--- src/rtl/ctrl_pipe_hazard_pkg.sv ---
// Shared control-word layout, register/forwarding types and the hazard match helper.
// Latency: none (declarations only); no flow control.
package ctrl_pkg;

    localparam int CTRL_W = 11;
    localparam int REG_AW = 3;

    localparam int B_SPARE      = 10;
    localparam int B_REG_WRITE  = 9;
    localparam int B_ALU_SRC    = 8;
    localparam int B_MEM_WRITE  = 7;
    localparam int B_ALUOP_HI   = 6;
    localparam int B_ALUOP_LO   = 4;
    localparam int B_MEM_READ   = 3;
    localparam int B_MEM_TO_REG = 2;
    localparam int B_BRANCH     = 1;
    localparam int B_REG_DST    = 0;

    typedef logic [CTRL_W-1:0] ctrl_t;
    typedef logic [REG_AW-1:0] reg_t;

    typedef enum logic [1:0] {
        FWD_NONE  = 2'b00,
        FWD_MEMWB = 2'b01,
        FWD_EXMEM = 2'b10
    } fwd_sel_e;

    localparam ctrl_t BUBBLE = '0;

    // r0 is hardwired zero, so a write to it can never feed a younger reader.
    function automatic logic hits(input logic wr, input reg_t dst, input reg_t a, input reg_t b);
        return wr && (dst != '0) && ((dst == a) || (dst == b));
    endfunction

endpackage

--- src/rtl/ctrl_pipe_hazard_if.sv ---
// ID-side/datapath-side bundle of the control pipeline: master drives the ID inputs, slave is the pipeline.
// Latency: none (wiring only); no flow control.
interface ctrl_pipe_hazard_if;
    import ctrl_pkg::*;

    ctrl_t      ctrl_id;
    reg_t       id_rs;
    reg_t       id_rt;
    reg_t       id_rd;
    logic       ex_zero;
    logic [2:0] ex_alu_op;
    logic       ex_alu_src;
    logic       ex_branch;
    logic       mem_read;
    logic       mem_write;
    logic       wb_reg_write;
    logic       wb_mem_to_reg;
    reg_t       wb_dst;
    logic       pc_write;
    logic       ifid_write;
    logic       ifid_flush;
    logic       branch_taken;
    logic [1:0] fwd_a;
    logic [1:0] fwd_b;

    modport master (
        output ctrl_id, id_rs, id_rt, id_rd, ex_zero,
        input  ex_alu_op, ex_alu_src, ex_branch, mem_read, mem_write,
        input  wb_reg_write, wb_mem_to_reg, wb_dst,
        input  pc_write, ifid_write, ifid_flush, branch_taken, fwd_a, fwd_b
    );

    modport slave (
        input  ctrl_id, id_rs, id_rt, id_rd, ex_zero,
        output ex_alu_op, ex_alu_src, ex_branch, mem_read, mem_write,
        output wb_reg_write, wb_mem_to_reg, wb_dst,
        output pc_write, ifid_write, ifid_flush, branch_taken, fwd_a, fwd_b
    );
endinterface

--- src/rtl/ctrl_pipe_hazard_hazard_detect.sv ---
// Combinational stall/flush/forward decisions; FWD_EN selects forwarding instead of RAW stalls.
// Latency: 0 cycles; backpressure is expressed by dropping pc_write/ifid_write.
module hazard_detect
    import ctrl_pkg::*;
(
    input  logic       i_idex_rw,
    input  logic       i_idex_mr,
    input  logic       i_idex_br,
    input  reg_t       i_idex_rs,
    input  reg_t       i_idex_rt,
    input  reg_t       i_idex_dst,
    input  logic       i_exmem_rw,
    input  reg_t       i_exmem_dst,
    input  logic       i_memwb_rw,
    input  reg_t       i_memwb_dst,
    input  reg_t       i_id_rs,
    input  reg_t       i_id_rt,
    input  logic       i_ex_zero,
    output logic       o_pc_write,
    output logic       o_ifid_write,
    output logic       o_ifid_flush,
    output logic       o_branch_taken,
    output logic       o_idex_bubble,
    output logic [1:0] o_fwd_a,
    output logic [1:0] o_fwd_b
);
    logic w_load_use;
    logic w_stall;
    logic w_unused_fwd;

    assign w_load_use = hits(i_idex_mr, i_idex_dst, i_id_rs, i_id_rt);

`ifdef FWD_EN
    assign w_stall      = w_load_use;
    assign w_unused_fwd = i_idex_rw;

    // EX/MEM is the younger producer, so its match overrides MEM/WB.
    always_comb begin
        o_fwd_a = FWD_NONE;
        o_fwd_b = FWD_NONE;
        if (hits(i_memwb_rw, i_memwb_dst, i_idex_rs, i_idex_rs)) o_fwd_a = FWD_MEMWB;
        if (hits(i_exmem_rw, i_exmem_dst, i_idex_rs, i_idex_rs)) o_fwd_a = FWD_EXMEM;
        if (hits(i_memwb_rw, i_memwb_dst, i_idex_rt, i_idex_rt)) o_fwd_b = FWD_MEMWB;
        if (hits(i_exmem_rw, i_exmem_dst, i_idex_rt, i_idex_rt)) o_fwd_b = FWD_EXMEM;
    end
`else
    assign w_stall = w_load_use
                   | hits(i_idex_rw,  i_idex_dst,  i_id_rs, i_id_rt)
                   | hits(i_exmem_rw, i_exmem_dst, i_id_rs, i_id_rt)
                   | hits(i_memwb_rw, i_memwb_dst, i_id_rs, i_id_rt);
    assign o_fwd_a      = FWD_NONE;
    assign o_fwd_b      = FWD_NONE;
    assign w_unused_fwd = ^{i_idex_rs, i_idex_rt};
`endif

    // A taken branch kills the ID instruction anyway, so a coincident stall is moot.
    assign o_branch_taken = i_idex_br & ~i_ex_zero;
    assign o_ifid_flush   = o_branch_taken;
    assign o_pc_write     = o_branch_taken | ~w_stall;
    assign o_ifid_write   = o_branch_taken | ~w_stall;
    assign o_idex_bubble  = o_branch_taken | w_stall;

endmodule

--- src/rtl/ctrl_pipe_hazard.sv ---
// ID/EX, EX/MEM, MEM/WB control registers with hazard handling; FWD_EN enables forwarding selects.
// Latency ID->WB 3 cycles; no backpressure input, stalls/flushes are issued upstream via pc_write/ifid_*.
module ctrl_pipe_hazard
    import ctrl_pkg::*;
(
    input  logic              i_clk,
    input  logic              i_rst,
    ctrl_pipe_hazard_if.slave bus
);
    ctrl_t r_idex_ctrl;
    reg_t  r_idex_rs;
    reg_t  r_idex_rt;
    reg_t  r_idex_rd;
    ctrl_t r_exmem_ctrl;
    reg_t  r_exmem_dst;
    ctrl_t r_memwb_ctrl;
    reg_t  r_memwb_dst;

    reg_t  w_idex_dst;
    logic  w_idex_bubble;
    logic  w_unused_memwb;

    assign w_idex_dst = r_idex_ctrl[B_REG_DST] ? r_idex_rd : r_idex_rt;

    hazard_detect u_hazard (
        .i_idex_rw      (r_idex_ctrl[B_REG_WRITE]),
        .i_idex_mr      (r_idex_ctrl[B_MEM_READ]),
        .i_idex_br      (r_idex_ctrl[B_BRANCH]),
        .i_idex_rs      (r_idex_rs),
        .i_idex_rt      (r_idex_rt),
        .i_idex_dst     (w_idex_dst),
        .i_exmem_rw     (r_exmem_ctrl[B_REG_WRITE]),
        .i_exmem_dst    (r_exmem_dst),
        .i_memwb_rw     (r_memwb_ctrl[B_REG_WRITE]),
        .i_memwb_dst    (r_memwb_dst),
        .i_id_rs        (bus.id_rs),
        .i_id_rt        (bus.id_rt),
        .i_ex_zero      (bus.ex_zero),
        .o_pc_write     (bus.pc_write),
        .o_ifid_write   (bus.ifid_write),
        .o_ifid_flush   (bus.ifid_flush),
        .o_branch_taken (bus.branch_taken),
        .o_idex_bubble  (w_idex_bubble),
        .o_fwd_a        (bus.fwd_a),
        .o_fwd_b        (bus.fwd_b)
    );

    always_ff @(posedge i_clk) begin
        if (i_rst) begin
            r_idex_ctrl  <= BUBBLE;
            r_idex_rs    <= '0;
            r_idex_rt    <= '0;
            r_idex_rd    <= '0;
            r_exmem_ctrl <= BUBBLE;
            r_exmem_dst  <= '0;
            r_memwb_ctrl <= BUBBLE;
            r_memwb_dst  <= '0;
        end else begin
            if (w_idex_bubble) begin
                r_idex_ctrl <= BUBBLE;
                r_idex_rs   <= '0;
                r_idex_rt   <= '0;
                r_idex_rd   <= '0;
            end else begin
                r_idex_ctrl <= bus.ctrl_id;
                r_idex_rs   <= bus.id_rs;
                r_idex_rt   <= bus.id_rt;
                r_idex_rd   <= bus.id_rd;
            end
            r_exmem_ctrl <= r_idex_ctrl;
            r_exmem_dst  <= w_idex_dst;
            r_memwb_ctrl <= r_exmem_ctrl;
            r_memwb_dst  <= r_exmem_dst;
        end
    end

    assign bus.ex_alu_op     = r_idex_ctrl[B_ALUOP_HI:B_ALUOP_LO];
    assign bus.ex_alu_src    = r_idex_ctrl[B_ALU_SRC];
    assign bus.ex_branch     = r_idex_ctrl[B_BRANCH];
    assign bus.mem_read      = r_exmem_ctrl[B_MEM_READ];
    assign bus.mem_write     = r_exmem_ctrl[B_MEM_WRITE];
    assign bus.wb_reg_write  = r_memwb_ctrl[B_REG_WRITE];
    assign bus.wb_mem_to_reg = r_memwb_ctrl[B_MEM_TO_REG];
    assign bus.wb_dst        = r_memwb_dst;

    // Fields already consumed upstream ride along to WB but are not needed there.
    assign w_unused_memwb = ^{r_memwb_ctrl[B_SPARE],
                              r_memwb_ctrl[B_ALU_SRC:B_MEM_READ],
                              r_memwb_ctrl[B_BRANCH:B_REG_DST]};

endmodule

--- src/flat_wrapper.sv ---
// flat-port wrapper written by rule: the top's interface ports become plain ports
module ctrl_pipe_hazard_flat import ctrl_pkg::*;
  (i_clk, i_rst, bus_ctrl_id, bus_id_rs, bus_id_rt, bus_id_rd, bus_ex_zero, bus_ex_alu_op, bus_ex_alu_src, bus_ex_branch, bus_mem_read, bus_mem_write, bus_wb_reg_write, bus_wb_mem_to_reg, bus_wb_dst, bus_pc_write, bus_ifid_write, bus_ifid_flush, bus_branch_taken, bus_fwd_a, bus_fwd_b);
  ctrl_pipe_hazard_if bus_i ();
  input  logic i_clk;
  input  logic i_rst;
  input wire logic [$bits(bus_i.ctrl_id)-1:0] bus_ctrl_id;
  input wire logic [$bits(bus_i.id_rs)-1:0] bus_id_rs;
  input wire logic [$bits(bus_i.id_rt)-1:0] bus_id_rt;
  input wire logic [$bits(bus_i.id_rd)-1:0] bus_id_rd;
  input wire logic [$bits(bus_i.ex_zero)-1:0] bus_ex_zero;
  output wire logic [$bits(bus_i.ex_alu_op)-1:0] bus_ex_alu_op;
  output wire logic [$bits(bus_i.ex_alu_src)-1:0] bus_ex_alu_src;
  output wire logic [$bits(bus_i.ex_branch)-1:0] bus_ex_branch;
  output wire logic [$bits(bus_i.mem_read)-1:0] bus_mem_read;
  output wire logic [$bits(bus_i.mem_write)-1:0] bus_mem_write;
  output wire logic [$bits(bus_i.wb_reg_write)-1:0] bus_wb_reg_write;
  output wire logic [$bits(bus_i.wb_mem_to_reg)-1:0] bus_wb_mem_to_reg;
  output wire logic [$bits(bus_i.wb_dst)-1:0] bus_wb_dst;
  output wire logic [$bits(bus_i.pc_write)-1:0] bus_pc_write;
  output wire logic [$bits(bus_i.ifid_write)-1:0] bus_ifid_write;
  output wire logic [$bits(bus_i.ifid_flush)-1:0] bus_ifid_flush;
  output wire logic [$bits(bus_i.branch_taken)-1:0] bus_branch_taken;
  output wire logic [$bits(bus_i.fwd_a)-1:0] bus_fwd_a;
  output wire logic [$bits(bus_i.fwd_b)-1:0] bus_fwd_b;
  assign bus_i.ctrl_id = bus_ctrl_id;
  assign bus_i.id_rs = bus_id_rs;
  assign bus_i.id_rt = bus_id_rt;
  assign bus_i.id_rd = bus_id_rd;
  assign bus_i.ex_zero = bus_ex_zero;
  assign bus_ex_alu_op = bus_i.ex_alu_op;
  assign bus_ex_alu_src = bus_i.ex_alu_src;
  assign bus_ex_branch = bus_i.ex_branch;
  assign bus_mem_read = bus_i.mem_read;
  assign bus_mem_write = bus_i.mem_write;
  assign bus_wb_reg_write = bus_i.wb_reg_write;
  assign bus_wb_mem_to_reg = bus_i.wb_mem_to_reg;
  assign bus_wb_dst = bus_i.wb_dst;
  assign bus_pc_write = bus_i.pc_write;
  assign bus_ifid_write = bus_i.ifid_write;
  assign bus_ifid_flush = bus_i.ifid_flush;
  assign bus_branch_taken = bus_i.branch_taken;
  assign bus_fwd_a = bus_i.fwd_a;
  assign bus_fwd_b = bus_i.fwd_b;
  ctrl_pipe_hazard u_core (.i_clk(i_clk), .i_rst(i_rst), .bus(bus_i));
endmodule
--- config.mk ---
export PLATFORM = sky130hd
export DESIGN_NAME = ctrl_pipe_hazard_flat
export DESIGN_NICKNAME = d
export VERILOG_FILES = /design/src/rtl/ctrl_pipe_hazard_pkg.sv /design/src/rtl/ctrl_pipe_hazard_if.sv /design/src/rtl/ctrl_pipe_hazard_hazard_detect.sv /design/src/rtl/ctrl_pipe_hazard.sv /design/src/flat_wrapper.sv
export SDC_FILE = /design/constraint.sdc
export NUM_CORES = 1
export LEC_CHECK = 0
export CORE_MARGIN = 2
export CORE_UTILIZATION = 35
export DETAILED_ROUTE_END_ITERATION = 8
export PLACE_DENSITY = 0.73
export SLEW_MARGIN = 20
export SYNTH_ARGS = -nofsm -noshare
export SYNTH_HDL_FRONTEND = slang
export SYNTH_SLANG_ARGS = --single-unit
--- constraint.sdc ---
create_clock -name i_clk -period 2.8 [get_ports i_clk]
set_clock_uncertainty 0.05 [all_clocks]
set_input_delay 0.42 -clock i_clk [delete_from_list [all_inputs] [get_ports i_clk]]
set_output_delay 0.42 -clock i_clk [all_outputs]
set_load 0.005 [all_outputs]
==> impl_metrics.ini <==
[floorplan]
rows = 21
boundaryPins = 43
design.core.area_um2 = 3360
die_w_um = 63.4
dieArea_um2 = 4020
start_util = 0.367
die_y_um = 63.4

[cts]
cts_buffer_depth = 2
cts_tree = built
path_clk_slew_ns = 0.15
cts_root_buf = clkbuf_4
h-tree-depth = 1
clk-insertion-delay-late_ns = 0.33
cts_buffers = 3
numClockSinks = 28
ctsHoldBuffers = 0
ctsResizeCount = 0
post-cts-setup-buffers = 0

[cells_and_area]
final_core_util = 0.503
final_area_um2 = 1690
drive_above_1_share = 0.0994
diodes = 0
layout.nets = 185
area_growth_pct = 36.9

[global_route]
overflow = 0
grt_pass1_vias = 976
gr-usage-all-layers = 0.136
grt_pass1_wl_um = 4360
antenna_found_initial = 0
grt_max_degree = 29

[routing]
routed_wl_um = 2620
vias_per_cell = 4.61
ant_nets = 0
drc = 0
wl_per_cell_um = 12.7
vias = 955
drt-initial-drc-count = 26
first_pass_iters = 4

[synth]
seq_area_frac_synth = 0.454
ys_warn_count = 0
synth.largest_area_cell = dfxtp_1
syn-instance-count = 127
synth_edf_count = 0
ys_top_cells_by_area = dfxtp_1, xor2_1, nand2b_1
async_flop_share = 0
ys_ff_latch = 28
syn_area_um2 = 1230
synth.most_common_cell = dfxtp_1
synth_cell_type_count = 22
avgSynthCellArea_um2 = 9.72
synth_top_area_frac = 0.454
synth.top_cells.by_count = dfxtp_1, nand2b_1, nor4_1, xor2_1, nor2b_1
synthFlopType = dfxtp_1

[timing]
max_freq_mhz = 374
min_period_over_period = 0.956
slew_viol_final = 0
finalSetupViolations = 0
rsz0062_at_grt = false
setup_tns_ns = 0
fin_crit_ns = 2.68
maxSlewHeadroom = 0.441
finalHoldViolations = 0
tightest_slew_ns = 0.836

[place]
hpwlAfterDp_um = 1890
place_congestion = 0.803
dpl-instance-area_um2 = 1610
io_buffers = 37

[power]
ir_drop_mv = 0.336
finalPower_w = 0.000853
p_leak_nw = 0.687
powerDensity_nw_per_um2 = 504

[setup_path]
critPathKind = input pin to output pin
worst_ep_required_time_ns = 2.33
arrival_ns = 2.21
crit_fanout = 2
cp-start-kind = input pin
end_kind = output pin

[run]
maxCapViolCount = 0

[min_path]
hold_class = register to register

[outcome]
outcome = finished clean
[layout by cell type, fill, tap and decap left out]
cell	netlist	routed
nor2b_1	10	10
conb_1	1	4
bufinv_16	0	1
nor4_1	16	16
nor2_1	5	5
nand2b_1	16	16
dfxtp_1	28	27
o31ai_1	2	2
clkbuf_4	0	3
nor4b_1	1	1
a31oi_1	2	2
o22ai_1	1	1
xor2_1	12	12
nor3_1	2	2
nand3_1	2	2
a21oi_2	1	1
dlymetal6s2s_1	0	5
mux2i_2	0	3
o21bai_1	1	1
buf_4	9	7
o41ai_1	1	1
clkdlybuf4s50_1	0	32
xnor2_1	6	6
dfxtp_2	0	1
[worst max-delay path, cell delays in order]
cell             delay [ns]
clkdlybuf4s50_1        0.51
xor2_1                 0.15
nor3_1                 0.07
a31oi_1                0.15
o22ai_1                0.15
o21bai_1               0.22
clkdlybuf4s50_1        0.54
[state kept, by name, summed over array words and instances (netlist names)]
signal / count
u_core.r_idex_rd: 3
u_core.r_idex_ctrl: 10
u_core.r_exmem_dst: 3
u_core.r_exmem_ctrl: 4
u_core.r_idex_rt: 3
u_core.bus.wb_dst: 3
u_core.r_memwb_ctrl: 2
[final cells by class]
class / count / area, um2
timing repair buffer: 44 / 435
multi-input combinational: 85 / 583
fill: 336 / 1670
tap: 46 / 57.6
clock inverter: 1 / 30.0
sequential: 28 / 562
clock buffer: 3 / 22.5
[worst paths after layout]
kind / from / end / slack (ns) / cells past startpoint
worst max-delay path: bus_id_rs[1] / bus_ifid_write / 0.12 / 7
worst min-delay path: u_core.r_idex_ctrl[2]$_SDFF_PP0_ / u_core.r_exmem_ctrl[2]$_SDFF_PP0_ / 0.41 / 1
worst max register to register: u_core.r_idex_ctrl[0]$_SDFF_PP0_ / u_core.r_idex_ctrl[6]$_SDFF_PP0_ / 1.08 / 6
worst min register to register: u_core.r_idex_ctrl[2]$_SDFF_PP0_ / u_core.r_exmem_ctrl[2]$_SDFF_PP0_ / 0.41 / 1
[logic make-up (layout without fill, tap and decap cells)]
kind of cell | Yosys count | after routing | synth area share
and+or+nand+nor | 52 | 52 | 0.251
DFF | 28 | 28 | 0.454
xor gates and xnor gates | 18 | 18 | 0.128
buffers and inverters | 17 | 48 | 0.0922
AOI/OAI and AO/OA | 8 | 8 | 0.0476
muxes | 3 | 3 | 0.0243
other | 1 | 4 | 0.00304
[power by group]
group	leakage [nW]	total (W)	internal (W)	switching [W]
logic	0.428	0.000151	0.0000909	0.0000600
clock network	0.0279	0.000260	0.000145	0.000115
registers	0.231	0.000442	0.000424	0.0000175
[per-layer routing]
layer / up-vias / part of all wire / GRT usage
met5: - / 0 / 0
met4: 0 / 0.010 / 0.0353
met3: 5 / 0.058 / 0.0446
met2: 30 / 0.48 / 0.230
met1: 433 / 0.45 / 0.165
li1: 487 / - / -
[metrics by stage]
stage,worst slack (ns),instances,hold slack [ns]
final,0.123,207,0.406
after global routing,0.0256,207,0.416
after CTS,0.0246,207,0.405
after detailed placement,0.0451,203,0.374
after global placement,0.0820,203,0.368
after floorplan,0.638,130,0.364
(Power assumes the default switching activity.)
